===== src/rtl/sys_ctrl_pkg.sv =====
// Shared definitions for the system controller: command codes and the state
// encodings of the receive-side and transmit-side controllers.
package sys_ctrl_pkg;

   localparam logic [7:0] CMD_RF_WR   = 8'hAA;
   localparam logic [7:0] CMD_RF_RD   = 8'hBB;
   localparam logic [7:0] CMD_ALU_OP  = 8'hCC;
   localparam logic [7:0] CMD_ALU_NOP = 8'hDD;

   typedef enum logic [3:0] {
      RX_IDLE      = 4'd0,
      RX_WR_ADDR   = 4'd1,
      RX_WR_DATA   = 4'd2,
      RX_RD_ADDR   = 4'd3,
      RX_RD_WAIT   = 4'd4,
      RX_OPA       = 4'd5,
      RX_OPB       = 4'd6,
      RX_ALU_FUN_S = 4'd7,
      RX_ALU_GO    = 4'd8,
      RX_ALU_WAIT  = 4'd9
   } rx_state_e;

   // Transmit-side controller states, kept here so both halves share one place.
   typedef enum logic [2:0] {
      TX_IDLE     = 3'd0,
      TX_RD_DATA  = 3'd1,
      TX_ALU_LSB  = 3'd2,
      TX_ALU_MSB  = 3'd3
   } tx_state_e;

   // Observable FSM view of the receive controller.
   typedef struct packed {
      rx_state_e state;
      logic      busy;
   } rx_dbg_t;

endpackage


===== src/rtl/sys_ctrl_rx.sv =====
// Receive-side command decoder: parses UART bytes into register-file
// write/read strobes and ALU launches, then waits for the result.
module sys_ctrl_rx
   import sys_ctrl_pkg::*;
#(
   parameter int DATA_WIDTH = 8,
   parameter int ADDR_WIDTH = 4,
   parameter int FUN_WIDTH  = 4,
   parameter int OPA_ADDR   = 0,
   parameter int OPB_ADDR   = 1
) (
   input  logic                  CLK,
   input  logic                  rst_n,
   input  logic [DATA_WIDTH-1:0] RX_P_DATA,
   input  logic                  RX_D_VLD,
   input  logic                  Rd_data_valid,
   input  logic                  ALU_OUT_valid,
   output logic [ADDR_WIDTH-1:0] RF_Address,
   output logic                  RF_WrEn,
   output logic                  RF_RdEn,
   output logic [DATA_WIDTH-1:0] RF_WrData,
   output logic                  ALU_EN,
   output logic [FUN_WIDTH-1:0]  ALU_FUN,
   output logic                  CLK_GATE_EN,
   output logic                  Busy,
   output logic                  Cmd_Err,
   output logic                  Drop
);

   localparam logic [DATA_WIDTH-1:0] CODE_WR  = DATA_WIDTH'(CMD_RF_WR);
   localparam logic [DATA_WIDTH-1:0] CODE_RD  = DATA_WIDTH'(CMD_RF_RD);
   localparam logic [DATA_WIDTH-1:0] CODE_OP  = DATA_WIDTH'(CMD_ALU_OP);
   localparam logic [DATA_WIDTH-1:0] CODE_NOP = DATA_WIDTH'(CMD_ALU_NOP);
   localparam logic [ADDR_WIDTH-1:0] A_ADDR   = ADDR_WIDTH'(OPA_ADDR);
   localparam logic [ADDR_WIDTH-1:0] B_ADDR   = ADDR_WIDTH'(OPB_ADDR);

   // RX_D_VLD is a one-cycle qualifier with no backpressure: every byte seen
   // with RX_D_VLD high is consumed in that cycle, either parsed by the
   // current state or discarded with a Drop pulse while a result is awaited.

   rx_state_e               state_q, state_d;
   logic                    busy_q, busy_d;
   logic [ADDR_WIDTH-1:0]   addr_q, addr_d;
   logic [DATA_WIDTH-1:0]   wdata_q, wdata_d;
   logic [FUN_WIDTH-1:0]    fun_q, fun_d;
   logic                    wr_en_q, wr_en_d;
   logic                    rd_en_q, rd_en_d;
   logic                    alu_en_q, alu_en_d;
   logic                    gate_q, gate_d;
   logic                    err_q, err_d;
   logic                    drop_q, drop_d;
   rx_dbg_t                 dbg;

   assign dbg = '{state: state_q, busy: busy_q};

   always_ff @(posedge CLK or negedge rst_n) begin
      if (!rst_n) begin
         state_q  <= RX_IDLE;
         busy_q   <= 1'b0;
         addr_q   <= '0;
         wdata_q  <= '0;
         fun_q    <= '0;
         wr_en_q  <= 1'b0;
         rd_en_q  <= 1'b0;
         alu_en_q <= 1'b0;
         gate_q   <= 1'b0;
         err_q    <= 1'b0;
         drop_q   <= 1'b0;
      end else begin
         state_q  <= state_d;
         busy_q   <= busy_d;
         addr_q   <= addr_d;
         wdata_q  <= wdata_d;
         fun_q    <= fun_d;
         wr_en_q  <= wr_en_d;
         rd_en_q  <= rd_en_d;
         alu_en_q <= alu_en_d;
         gate_q   <= gate_d;
         err_q    <= err_d;
         drop_q   <= drop_d;
      end
   end

   // Next-state and next-output logic; every output is registered above.
   always_comb begin
      state_d  = dbg.state;
      addr_d   = addr_q;
      wdata_d  = wdata_q;
      fun_d    = fun_q;
      gate_d   = gate_q;
      wr_en_d  = 1'b0;
      rd_en_d  = 1'b0;
      alu_en_d = 1'b0;
      err_d    = 1'b0;
      drop_d   = 1'b0;

      case (dbg.state)
         RX_IDLE: begin
            if (RX_D_VLD) begin
               if (RX_P_DATA == CODE_WR)       state_d = RX_WR_ADDR;
               else if (RX_P_DATA == CODE_RD)  state_d = RX_RD_ADDR;
               else if (RX_P_DATA == CODE_OP)  state_d = RX_OPA;
               else if (RX_P_DATA == CODE_NOP) state_d = RX_ALU_FUN_S;
               else                            err_d   = 1'b1;
            end
         end
         RX_WR_ADDR: begin
            if (RX_D_VLD) begin
               addr_d  = RX_P_DATA[ADDR_WIDTH-1:0];
               state_d = RX_WR_DATA;
            end
         end
         RX_WR_DATA: begin
            if (RX_D_VLD) begin
               wdata_d = RX_P_DATA;
               wr_en_d = 1'b1;
               state_d = RX_IDLE;
            end
         end
         RX_RD_ADDR: begin
            if (RX_D_VLD) begin
               addr_d  = RX_P_DATA[ADDR_WIDTH-1:0];
               rd_en_d = 1'b1;
               state_d = RX_RD_WAIT;
            end
         end
         RX_RD_WAIT: begin
            drop_d = RX_D_VLD;
            if (Rd_data_valid) state_d = RX_IDLE;
         end
         RX_OPA: begin
            if (RX_D_VLD) begin
               addr_d  = A_ADDR;
               wdata_d = RX_P_DATA;
               wr_en_d = 1'b1;
               state_d = RX_OPB;
            end
         end
         RX_OPB: begin
            if (RX_D_VLD) begin
               addr_d  = B_ADDR;
               wdata_d = RX_P_DATA;
               wr_en_d = 1'b1;
               state_d = RX_ALU_FUN_S;
            end
         end
         RX_ALU_FUN_S: begin
            if (RX_D_VLD) begin
               fun_d   = RX_P_DATA[FUN_WIDTH-1:0];
               gate_d  = 1'b1;
               state_d = RX_ALU_GO;
            end
         end
         RX_ALU_GO: begin
            // Gate was opened last cycle, so the ALU clock runs before launch.
            drop_d   = RX_D_VLD;
            alu_en_d = 1'b1;
            state_d  = RX_ALU_WAIT;
         end
         RX_ALU_WAIT: begin
            drop_d = RX_D_VLD;
            if (ALU_OUT_valid) begin
               gate_d  = 1'b0;
               fun_d   = '0;
               state_d = RX_IDLE;
            end
         end
         default: state_d = RX_IDLE;
      endcase

      busy_d = (state_d != RX_IDLE);
   end

   assign RF_Address  = addr_q;
   assign RF_WrData   = wdata_q;
   assign RF_WrEn     = wr_en_q;
   assign RF_RdEn     = rd_en_q;
   assign ALU_EN      = alu_en_q;
   assign ALU_FUN     = fun_q;
   assign CLK_GATE_EN = gate_q;
   assign Busy        = dbg.busy;
   assign Cmd_Err     = err_q;
   assign Drop        = drop_q;

endmodule


===== config.mk =====
export PLATFORM = sky130hd
export DESIGN_NAME = sys_ctrl_rx
export DESIGN_NICKNAME = d
export VERILOG_FILES = /design/src/rtl/sys_ctrl_pkg.sv /design/src/rtl/sys_ctrl_rx.sv
export SDC_FILE = /design/constraint.sdc
export NUM_CORES = 1
export LEC_CHECK = 0
export ABC_AREA = 1
export ABC_CLOCK_PERIOD_IN_PS = 1300
export BUFFER_PORTS_ARGS = -buffer_cell sky130_fd_sc_hd__buf_2
export CORE_AREA = 8 8 64 66
export CTS_CLUSTER_SIZE = 28
export DETAILED_ROUTE_END_ITERATION = 16
export DIE_AREA = 0 0 72 74
export PLACE_DENSITY = 0.79
export SLEW_MARGIN = 20
export SYNTH_ARGS = -nofsm -noshare
export SYNTH_HDL_FRONTEND = slang
export SYNTH_SLANG_ARGS = --single-unit

===== constraint.sdc =====
create_clock -name CLK -period 1.3 [get_ports CLK]
set_clock_uncertainty 0.1 [all_clocks]
set_input_delay 0.13 -clock CLK [delete_from_list [all_inputs] [get_ports CLK]]
set_output_delay 0.13 -clock CLK [all_outputs]
set_load 0.005 [all_outputs]

==> implementation parameters <==
Parameter                              Value

Outcome
  Result of the run    finished with violations
  Violated checks    setup timing

Timing
  Min Tclk post-route    roughly 1400 ps
  Worst rel slew slack    around three fifths
  Hold Violations, Final    0
  Worst hold margin    58.8 ps
  Tightest Pin Transition    604 ps
  Maximum frequency from static timing analysis    692 MHz
  Slew Limit Fails    0
  Final period utilization    111%
  Unrepaired setup endpoints after global routing    true
  Setup violators final    20
  Slack of the critical path    -145 ps

Setup path
  Worst r2r dst    Busy
  Beginning of the critical path    state_q[3]
  Category of the worst setup path capture point    flop
  Type of the worst setup path    reg -> reg
  Arrival time of the worst setup path    between 1500 and 2000 ps
  R2R Setup Slk    -140 ps
  Source of the worst register-to-register timing path    state_q[3]
  Max FO, Critical Path    5
  Setup crit start kind    flop
  Data required time of the worst path    about 1500 ps
  Number of cell instances on the worst register-to-register path    6

Pwr
  Total power divided by cell area    about 1400 nW/µm²
  Leak Pwr    0.00105 µW
  Maximum VDD drop    slightly above 0.6 mV

Routing
  Routed wire length per instance    12.3 µm
  Via count normalized by instance count    4.70
  Residual DRC    0
  Initial DRT Pass Iterations    5
  Routed wire length    3480 µm
  Number of routed nets with antenna violations    0
  Via count    1326
  DRT iter0 DRCs    ~110

Floorplan
  I/O pin count    36
  Effective utilization at floorplan    between 40% and 50%
  Placeable core area    3180 µm²
  DIE HEIGHT    74 µm
  Die Area    about 5300 µm²
  # rows    21
  Die boundary width    72 µm

Global route
  Vias in the first global route    1290
  Overflow left after global routing    0
  Wire length of the first global-routing pass    5750 µm
  Pin count of the biggest net entering global routing    28
  Overall Global Routing Usage    13.4%
  Antenna violations before repair    0

Place
  Detailed Place HPWL    2550 µm
  I/O Buffers    35
  Number of placed instances with taps included    268
  RePlAce Congestion    approximately 0.9

Yosys
  Top post-synthesis cells by count    nand2_1 (51), dfrtp_1 (27), inv_1 (20)
  Post-Synthesis Cells    171
  Async set-or-reset flop fraction in the synthesized netlist    100%
  Synthesized area per cell    roughly 7.9 µm²
  Leading cell types by total area after synthesis    dfrtp_1 (50%), nand2_1 (14%), inv_1 (5.6%), nor2_1 (5.0%), nand3_1 (4.4%)
  Library cell with the largest summed area after synthesis    dfrtp_1
  Synth unique cells    23
  Number of register bits inferred by synthesis    27
  Sequential element share of the synthesized area    50.0%
  Net Count, Synth    184
  Count of synthesis-stage warnings from yosys    0
  Area fraction of the dominant cell type after synthesis    roughly 50%
  EDFF count, synth    0
  Post-synth design cell area    around 1400 µm²
  Most frequent cell after synthesis    nand2_1
  Primary flip-flop cell chosen by synthesis mapping    dfrtp_1

Clocking
  CTS Buffer Depth    2
  TritonCTS clock tree    yes
  TritonCTS buffer count    3
  Clock slew seen by the registers of the worst setup and hold paths    140 ps
  Number of levels in the clock H-tree    1
  Clk sinks    27
  Clock tree root buffer cell    clkbuf_4
  Later-pin clock latency in the skew report    approximately 320 ps

Final layout
  Antenna diode count    0
  Finished Core Util    60.7%
  Nets@finish    250
  P&R area growth vs syn    42.7%
  Fraction of layout cells with a size suffix above 1    41.5%
  Post-route insts no fill    ~280

Min path
  Tightest Hold Check Type    in -> reg
  Hold path depth    4
  Min-Delay Startpoint    RX_P_DATA[3]
  Hold worst-path end    RF_Address[3]

Job
  Number of max-capacitance violations reported    0
## cell type report
type | count | area [µm²]
Clock buffer | 4 | 26.3
Fill cell | 288 | 1250
Inverter | 27 | 109
Multi-Input combinational cell | 114 | 644
Sequential cell | 27 | 679
Tap cell | 46 | 57.6
Timing Repair Buffer | 64 | 414
## flip-flops by register name, summed over array words and instances (netlist names)
| register | cells |
|---|---|
| RF_Address | 4 |
| CLK_GATE_EN | 1 |
| ALU_EN | 1 |
| state_q | 4 |
| RF_WrData | 8 |
| Busy | 1 |
| RF_WrEn | 1 |
| ALU_FUN | 4 |
| RF_RdEn | 1 |
| Cmd_Err | 1 |
| Drop | 1 |
## critical path, cell delays in order, from the launching register on
cell      delay (ps)
dfrtp_2          490
nor2_4           230
nand2_4          100
buf_4            140
o221ai_1         150
nor2_1            90
nand4_1           90
## cell usage in the layout, fill, tap and decap left out, drive strengths merged
cell / count
nor3: 1
nor2: 21
o221ai: 2
o2111ai: 1
nand3: 12
nand3b: 1
dlygate4sd3: 7
o22ai: 5
nand2: 53
buf: 57
dfrtp: 27
clkbuf: 4
a21oi: 3
inv: 27
o21ai: 13
nand4: 2
## through the flow
step	worst slack, ps	total power (µW)	instance area (µm²)	setup TNS (ps)
global placement	-176	2280	1720	-2550
detailed placement	-206	2320	1720	-2630
finish	-145	2760	1930	-1600
floorplan	-79.7	1820	1370	-433
CTS	-124	2740	1890	-1100
global route	-227	2980	1930	-3530
## worst max path at each step
stage                   endpoint  slack [ps]
floorplan           RF_WrData[5]         -80
global placement            Busy        -180
detailed placement          Busy        -210
CTS                         Busy        -120
global route        RF_WrData[5]        -230
finish                      Busy        -140
## layer usage
layer | GRT usage (%) | routed length [µm]
met4 | 6.35 | 68
met5 | 0 | 0
met1 | 15.1 | 1480
met2 | 23.8 | 1760
met3 | 2.83 | 171
## repair_timing
item | CTS | global route
buffers inserted | 2 | 1
hold buffers | 7 | 0
pin swaps | 10 | 8
setup endpoints to repair | 23 | 24
resized for setup | 19 | 7
cloned | 0 | 0
endpoints found under the hold margin | 33 | 0
## where the power goes
part           internal [µW]  total (µW)  switching [µW]
clock                    120         360             239
sequential              1090        1260             171
combinational            527        1140             613
## cells by family after synthesis
family,share of synthesized area [%]
AND/OR/NAND/NOR,28.1
AO/OA/AOI/OAI,12.7
buffers and inverters,9.25
flip-flops,50.0
(Power assumes the default switching activity.)
